## config.mk

```make
export PLATFORM = sky130hd
export DESIGN_NAME = div_ctrl
export DESIGN_NICKNAME = d
export VERILOG_FILES = /design/src/rtl/div_ctrl_pkg.sv /design/src/rtl/div_ctrl_div.sv /design/src/rtl/div_ctrl.sv
export SDC_FILE = /design/constraint.sdc
export NUM_CORES = 1
export LEC_CHECK = 0
export CORE_MARGIN = 10
export CORE_UTILIZATION = 45
export CTS_CLUSTER_SIZE = 28
export DETAILED_ROUTE_END_ITERATION = 10
export PLACE_DENSITY = 0.67
export REMOVE_ABC_BUFFERS = 1
export SLEW_MARGIN = 20
export SYNTH_ARGS = -nofsm -noshare
export SYNTH_HDL_FRONTEND = slang
export SYNTH_SLANG_ARGS = --single-unit
```

## constraint.sdc

```tcl
create_clock -name clk -period 12.43 [get_ports clk]
set_input_delay 2.486 -clock clk [delete_from_list [all_inputs] [get_ports clk]]
set_output_delay 2.486 -clock clk [all_outputs]
set_load 0.01 [all_outputs]
```

## src/rtl/div_ctrl_pkg.sv

```systemverilog
// Shared constants, state encoding and small helpers for the RV32M divide controller.
package div_ctrl_pkg;

  localparam int WORD_WIDTH = 32;

  // Instruction-level operation: bit0 = unsigned, bit1 = remainder.
  localparam logic [1:0] MD_OP_DIV  = 2'b00;
  localparam logic [1:0] MD_OP_DIVU = 2'b01;
  localparam logic [1:0] MD_OP_REM  = 2'b10;
  localparam logic [1:0] MD_OP_REMU = 2'b11;

  // Divider opcode: signed or unsigned division.
  localparam logic DIV_OP_DIV  = 1'b0;
  localparam logic DIV_OP_DIVU = 1'b1;

  typedef enum logic [1:0] {
    DIVC_IDLE  = 2'd0,
    DIVC_START = 2'd1,
    DIVC_BUSY  = 2'd2,
    DIVC_DONE  = 2'd3
  } divc_state_e;

  // Operand pairs whose result the divider produces in the start cycle.
  function automatic logic is_special(input logic [WORD_WIDTH-1:0] a,
                                      input logic [WORD_WIDTH-1:0] b,
                                      input logic                  uns);
    return (b == '0) ||
           (!uns && (a == 32'h8000_0000) && (b == 32'hFFFF_FFFF));
  endfunction

  // Number of significant bits in v (0 for v == 0); sets the iteration count.
  function automatic logic [5:0] sig_bits(input logic [WORD_WIDTH-1:0] v);
    logic [5:0] n;
    n = '0;
    for (int i = 0; i < WORD_WIDTH; i++) begin
      if (v[i]) n = 6'(i + 1);
    end
    return n;
  endfunction

endpackage

```

## src/rtl/div_ctrl_div.sv

```systemverilog
// Iterative radix-2 restoring divider. Special operand pairs (x/0, signed
// overflow) are answered combinationally in the start cycle; other operands
// iterate once per significant dividend bit, so small dividends finish early.
// A new start always restarts the unit, abandoning any operation in flight.
module div_ctrl_div
  import div_ctrl_pkg::*;
(
  input  logic                  clk,
  input  logic                  rst_n,
  input  logic                  div_start,
  input  logic                  div_opcode,
  input  logic [WORD_WIDTH-1:0] div_divident,
  input  logic [WORD_WIDTH-1:0] div_divisor,
  output logic [WORD_WIDTH-1:0] div_quotient,
  output logic [WORD_WIDTH-1:0] div_remainder,
  output logic                  div_finish
);

  logic                  busy_q, busy_d;
  logic [5:0]            cnt_q, cnt_d;
  logic [WORD_WIDTH-1:0] rem_q, rem_d;
  logic [WORD_WIDTH-1:0] quo_q, quo_d;
  logic [WORD_WIDTH-1:0] dvs_q, dvs_d;
  logic                  neg_quo_q, neg_quo_d;
  logic                  neg_rem_q, neg_rem_d;
  logic                  fin_q, fin_d;
  logic [WORD_WIDTH-1:0] res_quo_q, res_quo_d;
  logic [WORD_WIDTH-1:0] res_rem_q, res_rem_d;

  logic                  uns;
  logic                  special;
  logic [WORD_WIDTH-1:0] abs_a, abs_b;
  logic [5:0]            nbits;
  logic [WORD_WIDTH:0]   trial;
  logic                  ge;
  logic [WORD_WIDTH-1:0] rem_step, quo_step;
  logic [WORD_WIDTH-1:0] sp_quo, sp_rem;

  // Operand conditioning, one restoring step, and next-state selection.
  always_comb begin
    uns      = (div_opcode == DIV_OP_DIVU);
    special  = is_special(div_divident, div_divisor, uns);
    abs_a    = (!uns && div_divident[WORD_WIDTH-1]) ? -div_divident : div_divident;
    abs_b    = (!uns && div_divisor[WORD_WIDTH-1])  ? -div_divisor  : div_divisor;
    nbits    = sig_bits(abs_a);
    sp_quo   = (div_divisor == '0) ? 32'hFFFF_FFFF : 32'h8000_0000;
    sp_rem   = (div_divisor == '0) ? div_divident  : '0;

    // Shift the next dividend bit into the partial remainder and try to subtract.
    trial    = {rem_q, quo_q[WORD_WIDTH-1]} - {1'b0, dvs_q};
    ge       = !trial[WORD_WIDTH];
    rem_step = ge ? trial[WORD_WIDTH-1:0] : {rem_q[WORD_WIDTH-2:0], quo_q[WORD_WIDTH-1]};
    quo_step = {quo_q[WORD_WIDTH-2:0], ge};

    busy_d    = busy_q;
    cnt_d     = cnt_q;
    rem_d     = rem_q;
    quo_d     = quo_q;
    dvs_d     = dvs_q;
    neg_quo_d = neg_quo_q;
    neg_rem_d = neg_rem_q;
    fin_d     = 1'b0;
    res_quo_d = res_quo_q;
    res_rem_d = res_rem_q;

    if (div_start) begin
      if (special) begin
        busy_d = 1'b0;
      end else if (nbits == 6'd0) begin
        // Zero dividend with nonzero divisor: q = 0, r = 0, no iterations needed.
        busy_d    = 1'b0;
        fin_d     = 1'b1;
        res_quo_d = '0;
        res_rem_d = '0;
      end else begin
        busy_d    = 1'b1;
        cnt_d     = nbits;
        rem_d     = '0;
        // Left-align the dividend so leading zeros are skipped.
        quo_d     = abs_a << (6'd32 - nbits);
        dvs_d     = abs_b;
        neg_quo_d = !uns && (div_divident[WORD_WIDTH-1] ^ div_divisor[WORD_WIDTH-1]);
        neg_rem_d = !uns && div_divident[WORD_WIDTH-1];
      end
    end else if (busy_q) begin
      rem_d = rem_step;
      quo_d = quo_step;
      cnt_d = cnt_q - 6'd1;
      if (cnt_q == 6'd1) begin
        busy_d    = 1'b0;
        fin_d     = 1'b1;
        res_quo_d = neg_quo_q ? -quo_step : quo_step;
        res_rem_d = neg_rem_q ? -rem_step : rem_step;
      end
    end
  end

  // Datapath and sequencing registers.
  always_ff @(posedge clk or negedge rst_n) begin
    if (!rst_n) begin
      busy_q    <= 1'b0;
      cnt_q     <= '0;
      rem_q     <= '0;
      quo_q     <= '0;
      dvs_q     <= '0;
      neg_quo_q <= 1'b0;
      neg_rem_q <= 1'b0;
      fin_q     <= 1'b0;
      res_quo_q <= '0;
      res_rem_q <= '0;
    end else begin
      busy_q    <= busy_d;
      cnt_q     <= cnt_d;
      rem_q     <= rem_d;
      quo_q     <= quo_d;
      dvs_q     <= dvs_d;
      neg_quo_q <= neg_quo_d;
      neg_rem_q <= neg_rem_d;
      fin_q     <= fin_d;
      res_quo_q <= res_quo_d;
      res_rem_q <= res_rem_d;
    end
  end

  assign div_finish    = (div_start && special) || fin_q;
  assign div_quotient  = (div_start && special) ? sp_quo : res_quo_q;
  assign div_remainder = (div_start && special) ? sp_rem : res_rem_q;

endmodule

```

## src/rtl/div_ctrl.sv

```systemverilog
// Sequencing controller for DIV/DIVU/REM/REMU: latches operands, starts the
// divider, stalls the pipeline until it finishes and presents the selected
// result to writeback for one cycle. A one-entry operand cache lets a
// DIV/REM pair on identical operands complete without re-running the divider.
module div_ctrl
  import div_ctrl_pkg::*;
(
  input  logic                  clk,
  input  logic                  rst_n,
  input  logic                  ex_md_req,
  input  logic [1:0]            ex_md_op,
  input  logic [WORD_WIDTH-1:0] ex_rs1_data,
  input  logic [WORD_WIDTH-1:0] ex_rs2_data,
  input  logic [4:0]            ex_rd_addr,
  input  logic                  ex_flush,
  output logic                  div_stall,
  output logic                  wb_valid,
  output logic [4:0]            wb_rd_addr,
  output logic [WORD_WIDTH-1:0] wb_data
);

  divc_state_e           state_q, state_d;
  logic [WORD_WIDTH-1:0] rs1_q, rs1_d;
  logic [WORD_WIDTH-1:0] rs2_q, rs2_d;
  logic [1:0]            op_q, op_d;
  logic [4:0]            rd_q, rd_d;
  logic [4:0]            wb_rd_addr_q, wb_rd_addr_d;
  logic [WORD_WIDTH-1:0] wb_data_q, wb_data_d;
  logic                  cache_valid_q, cache_valid_d;
  logic [WORD_WIDTH-1:0] cache_rs1_q, cache_rs1_d;
  logic [WORD_WIDTH-1:0] cache_rs2_q, cache_rs2_d;
  logic                  cache_uns_q, cache_uns_d;
  logic [WORD_WIDTH-1:0] cache_quo_q, cache_quo_d;
  logic [WORD_WIDTH-1:0] cache_rem_q, cache_rem_d;

  logic                  div_start;
  logic                  div_opcode;
  logic [WORD_WIDTH-1:0] div_quotient;
  logic [WORD_WIDTH-1:0] div_remainder;
  logic                  div_finish;

  logic                  accept;
  logic                  cache_hit;
  logic                  capture;

  div_ctrl_div u_div (
    .clk           (clk),
    .rst_n         (rst_n),
    .div_start     (div_start),
    .div_opcode    (div_opcode),
    .div_divident  (rs1_q),
    .div_divisor   (rs2_q),
    .div_quotient  (div_quotient),
    .div_remainder (div_remainder),
    .div_finish    (div_finish)
  );

  assign div_start  = (state_q == DIVC_START);
  assign div_opcode = op_q[0] ? DIV_OP_DIVU : DIV_OP_DIV;

  // Next-state, operand latching, result capture and cache update.
  always_comb begin
    accept    = (state_q == DIVC_IDLE) && ex_md_req && !ex_flush;
    // Cache matches on operand values and signedness; REM vs DIV may differ.
    cache_hit = cache_valid_q && (ex_rs1_data == cache_rs1_q) &&
                (ex_rs2_data == cache_rs2_q) && (ex_md_op[0] == cache_uns_q);
    capture   = 1'b0;

    state_d       = state_q;
    rs1_d         = rs1_q;
    rs2_d         = rs2_q;
    op_d          = op_q;
    rd_d          = rd_q;
    wb_rd_addr_d  = wb_rd_addr_q;
    wb_data_d     = wb_data_q;
    cache_valid_d = cache_valid_q;
    cache_rs1_d   = cache_rs1_q;
    cache_rs2_d   = cache_rs2_q;
    cache_uns_d   = cache_uns_q;
    cache_quo_d   = cache_quo_q;
    cache_rem_d   = cache_rem_q;

    case (state_q)
      DIVC_IDLE: begin
        if (accept) begin
          if (cache_hit) begin
            wb_data_d    = ex_md_op[1] ? cache_rem_q : cache_quo_q;
            wb_rd_addr_d = ex_rd_addr;
            state_d      = DIVC_DONE;
          end else begin
            rs1_d   = ex_rs1_data;
            rs2_d   = ex_rs2_data;
            op_d    = ex_md_op;
            rd_d    = ex_rd_addr;
            state_d = DIVC_START;
          end
        end
      end
      DIVC_START: begin
        if (ex_flush) begin
          state_d = DIVC_IDLE;
        end else if (is_special(rs1_q, rs2_q, op_q[0]) && div_finish) begin
          // Only trust a finish here for operands the divider resolves at once;
          // any other finish is a leftover from an aborted operation.
          capture = 1'b1;
          state_d = DIVC_DONE;
        end else begin
          state_d = DIVC_BUSY;
        end
      end
      DIVC_BUSY: begin
        if (ex_flush) begin
          state_d = DIVC_IDLE;
        end else if (div_finish) begin
          capture = 1'b1;
          state_d = DIVC_DONE;
        end
      end
      default: begin
        state_d = DIVC_IDLE;
      end
    endcase

    if (capture) begin
      wb_data_d     = op_q[1] ? div_remainder : div_quotient;
      wb_rd_addr_d  = rd_q;
      cache_valid_d = 1'b1;
      cache_rs1_d   = rs1_q;
      cache_rs2_d   = rs2_q;
      cache_uns_d   = op_q[0];
      cache_quo_d   = div_quotient;
      cache_rem_d   = div_remainder;
    end
  end

  // Controller state machine and its registered outputs.
  always_ff @(posedge clk or negedge rst_n) begin
    if (!rst_n) begin
      state_q       <= DIVC_IDLE;
      rs1_q         <= '0;
      rs2_q         <= '0;
      op_q          <= '0;
      rd_q          <= '0;
      wb_rd_addr_q  <= '0;
      wb_data_q     <= '0;
      cache_valid_q <= 1'b0;
      cache_rs1_q   <= '0;
      cache_rs2_q   <= '0;
      cache_uns_q   <= 1'b0;
      cache_quo_q   <= '0;
      cache_rem_q   <= '0;
    end else begin
      state_q       <= state_d;
      rs1_q         <= rs1_d;
      rs2_q         <= rs2_d;
      op_q          <= op_d;
      rd_q          <= rd_d;
      wb_rd_addr_q  <= wb_rd_addr_d;
      wb_data_q     <= wb_data_d;
      cache_valid_q <= cache_valid_d;
      cache_rs1_q   <= cache_rs1_d;
      cache_rs2_q   <= cache_rs2_d;
      cache_uns_q   <= cache_uns_d;
      cache_quo_q   <= cache_quo_d;
      cache_rem_q   <= cache_rem_d;
    end
  end

  // Stall covers the acceptance cycle and the wait; DONE lets the pipeline advance.
  assign div_stall  = accept || (state_q == DIVC_START) || (state_q == DIVC_BUSY);
  // A flush during DONE kills the writeback of the retiring instruction.
  assign wb_valid   = (state_q == DIVC_DONE) && !ex_flush;
  assign wb_rd_addr = wb_rd_addr_q;
  assign wb_data    = wb_data_q;

endmodule

```

==> out/results.txt <==
Post-synth EDFFs = 0
Final ANT Viol Nets = 0
Vias in the first global route = 24204
Hold Path Depth = 1
Largest net degree at the start of global routing = 222
Critical Path Slowest Stage Cell = o2111ai_1
Total GRT Usage = 27.4%
Clock Skew = 39.8 ps
PortBufs = 113
RSZ-0062 raised after global routing = false
First-pass GRT wire length = 152 mm
Post-Place Cell Area = 0.0290 mm²
Crit Path Max Fanout = 45
Final min period = 8240 ps
Largest stage delay, worst path = 840 ps
Routed WL per cell = 25.4 µm
Std-Cell Core Area = 0.0604 mm²
Leak = 12.6 nW
Clock Tree Root = clkbuf_16
Hold_buf cts = 0
CP arrival = 8710 ps
Clock Path Buffers = 3
CTS resizes = 0
Mapped Cells = 3167
Setup crit end kind = flip-flop
Clock transition at the registers of the reported paths = 60 ps
Die H = 267 µm
Final HPWL DP = 73.3 mm
Post-route DRC = 0
Flops & latches, synth = 410
Vias post-DR = 25380
Status = finished clean
Most frequent cells in the layout = dfrtp_1 (410), o21ai_0 (356), nand2_1 (319), a21oi_1 (230), nor2_1 (203)
Cell area after layout = 0.0307 mm²
MaxCap Viol Count = 0
H-Tree Depth = 2
Hold path start = cache_valid_q
CTS tree = yes
WP data required = 12900 ps
TritonCTS buffer count = 48
Clock sink total = 410
R2r setup slk = 4190 ps
Reg2reg start = rs1_q[0]
Fmax achieved = 121 MHz
Final net count = 3256
Crit Path Category = flip-flop to flip-flop
ANT cells = 0
Grt ovf = 0
Cell area power density = 334 mW/mm²
Area growth from synthesis to layout = 12.0%
Crit path cell chain = inv_1 -> ha_1 -> nor4b_2 -> nand4_1 -> o31a_1 -> xnor2_1 -> o211ai_1 -> o2111ai_1 -> a21oi_2 -> buf_4 -> inv_2 -> ha_1 -> buf_4 -> inv_1 -> nand2_1 -> or3_1 -> nand2_2 -> and3_1 -> a221o_1 -> or4b_1
Row count = 90
Setup violators final = 0
Starting density of the core = 45.5%
Initial antenna violation count = 0
Library cells used by synthesis = 114
Clk_lat worst skew = 610 ps
Worst r2r dst = u_div.quo_q[24]
Worst-margin pin slew = 1150 ps
DR vias/cell = 6.42
Critical Path Start Type = flip-flop
Post-synth ARST share = 100%
Seq/Total Area, Yosys = 37.4%
Syn_area_per_cell = 8.66 µm²
Setup Buffers After CTS = 0
Overall Power = 10.3 mW
DIE AREA = 0.0712 mm²
Die X = 267 µm
Top_reg_cell synth = dfrtp_1
Pins Over Slew Limit = 0
Commonest non-fill, non-tap cell in the layout = dfrtp_1
Synth warnings = 0
Dpl ws = 4420 ps
DRT Pass-1 Iters = 6
Max_slew headroom = 23.1%
Final Hold Viols = 0
Share of cells above drive strength 1 = 10.6%
Final WL = 100 mm
Worst hold endpoint = cache_valid_q
Worst setup margin = 4190 ps
Hold Crit Class = flip-flop to flip-flop
Post-synthesis instance area = 0.0274 mm²
Reg2reg path depth = 20
GP Congestion = 0.998
Maximum vdd drop = 309 µV
IO Count = 114
Period utilization = 66.3%
First-iteration detailed-routing DRC count = 2937
[how the worst max path moves through the flow]
stage | from | to | slack [ps] | cells after the start
after detailed placement | rs1_q[0] | u_div.quo_q[24] | 4420 | 20
after floorplan | rs2_q[5] | cache_rs1_q[0] | -2460 | 9
after CTS | rs1_q[0] | u_div.quo_q[24] | 4420 | 20
after global routing | rs1_q[0] | u_div.quo_q[30] | 3690 | 20
after global placement | rs1_q[0] | u_div.quo_q[24] | 4590 | 19
final | rs1_q[0] | u_div.quo_q[24] | 4190 | 20
[critical path: cells and delay by family (launching register included)]
| family | cells | cell delay, ps |
|---|---|---|
| adders and majority gates | 2 | 660 |
| buffers and inverters | 5 | 1830 |
| AOI/OAI and AO/OA | 5 | 1840 |
| and+or+nand+nor | 7 | 2730 |
| DFF | 1 | 550 |
| xor gates and xnor gates | 1 | 430 |
[kinds of logic (layout without fill, tap and decap cells)]
| kind of cell | count (synthesis) | in the layout | synth area share, % |
|---|---|---|---|
| xor+xnor | 189 | 189 | 6.06 |
| flops | 410 | 410 | 37.4 |
| mux | 220 | 220 | 8.92 |
| buf+inv | 340 | 347 | 5.00 |
| fa+ha+maj | 46 | 46 | 2.13 |
| compound gates | 1022 | 1022 | 23.7 |
| simple gates | 940 | 940 | 16.8 |
[layout make-up]
class / count / area [µm²]
fill: 5662 / 29600
multi-input combinational: 2417 / 15900
sequential: 410 / 10300
timing repair buffer: 156 / 1470
clock buffer: 66 / 1370
tap: 782 / 978
clock inverter: 23 / 390
inverter: 102 / 383
[synth_stat cells, drive strengths merged, types with 83 or more instances]
cell type | n | area, µm²
o21ai | 367 | 1840
nand2 | 322 | 1210
mux2 | 126 | 1430
inv | 101 | 379
xor2 | 87 | 762
dfrtp | 410 | 10300
a21oi | 235 | 1190
nor2 | 206 | 778
nand3 | 83 | 420
mux2i | 88 | 881
xnor2 | 102 | 901
clkbuf | 181 | 681
[per-stage QoR]
| step | TNS, ps | cells | util (%) | hold slack, ps |
|---|---|---|---|---|
| final | 0 | 3956 | 50.9 | 471 |
| after global routing | 0 | 3956 | 50.9 | 482 |
| after CTS | 0 | 3956 | 50.9 | 469 |
| after floorplan | -348880 | 2929 | - | 432 |
| after detailed placement | 0 | 3867 | 48.0 | 456 |
| after global placement | 0 | 3867 | 48.0 | 448 |
[power breakdown]
| part | switching (mW) | internal (mW) |
|---|---|---|
| registers | 0.659 | 1.68 |
| clock network | 0.601 | 0.963 |
| logic | 4.14 | 2.21 |
| total | 5.40 | 4.86 |
[layer usage]
layer	track usage, %	wire length (µm)	share of wire, %	vias up
li1	-	-	-	11509
met1	38.1	44400	44	12627
met2	42.5	44800	45	1085
met3	5.26	8020	8.0	159
met4	8.38	3150	3.1	0
met5	0	0	0	-
[sequential cells by signal (all words and copies together) (netlist names), 6 cells and up]
signal / flops
u_div.cnt_q: 6
u_div.res_rem_q: 32
rs1_q: 32
u_div.res_quo_q: 32
u_div.quo_q: 32
cache_rs2_q: 32
cache_quo_q: 32
cache_rs1_q: 32
rs2_q: 32
u_div.dvs_q: 32
u_div.rem_q: 32
cache_rem_q: 32
wb_data: 32
(Power assumes the default switching activity.)
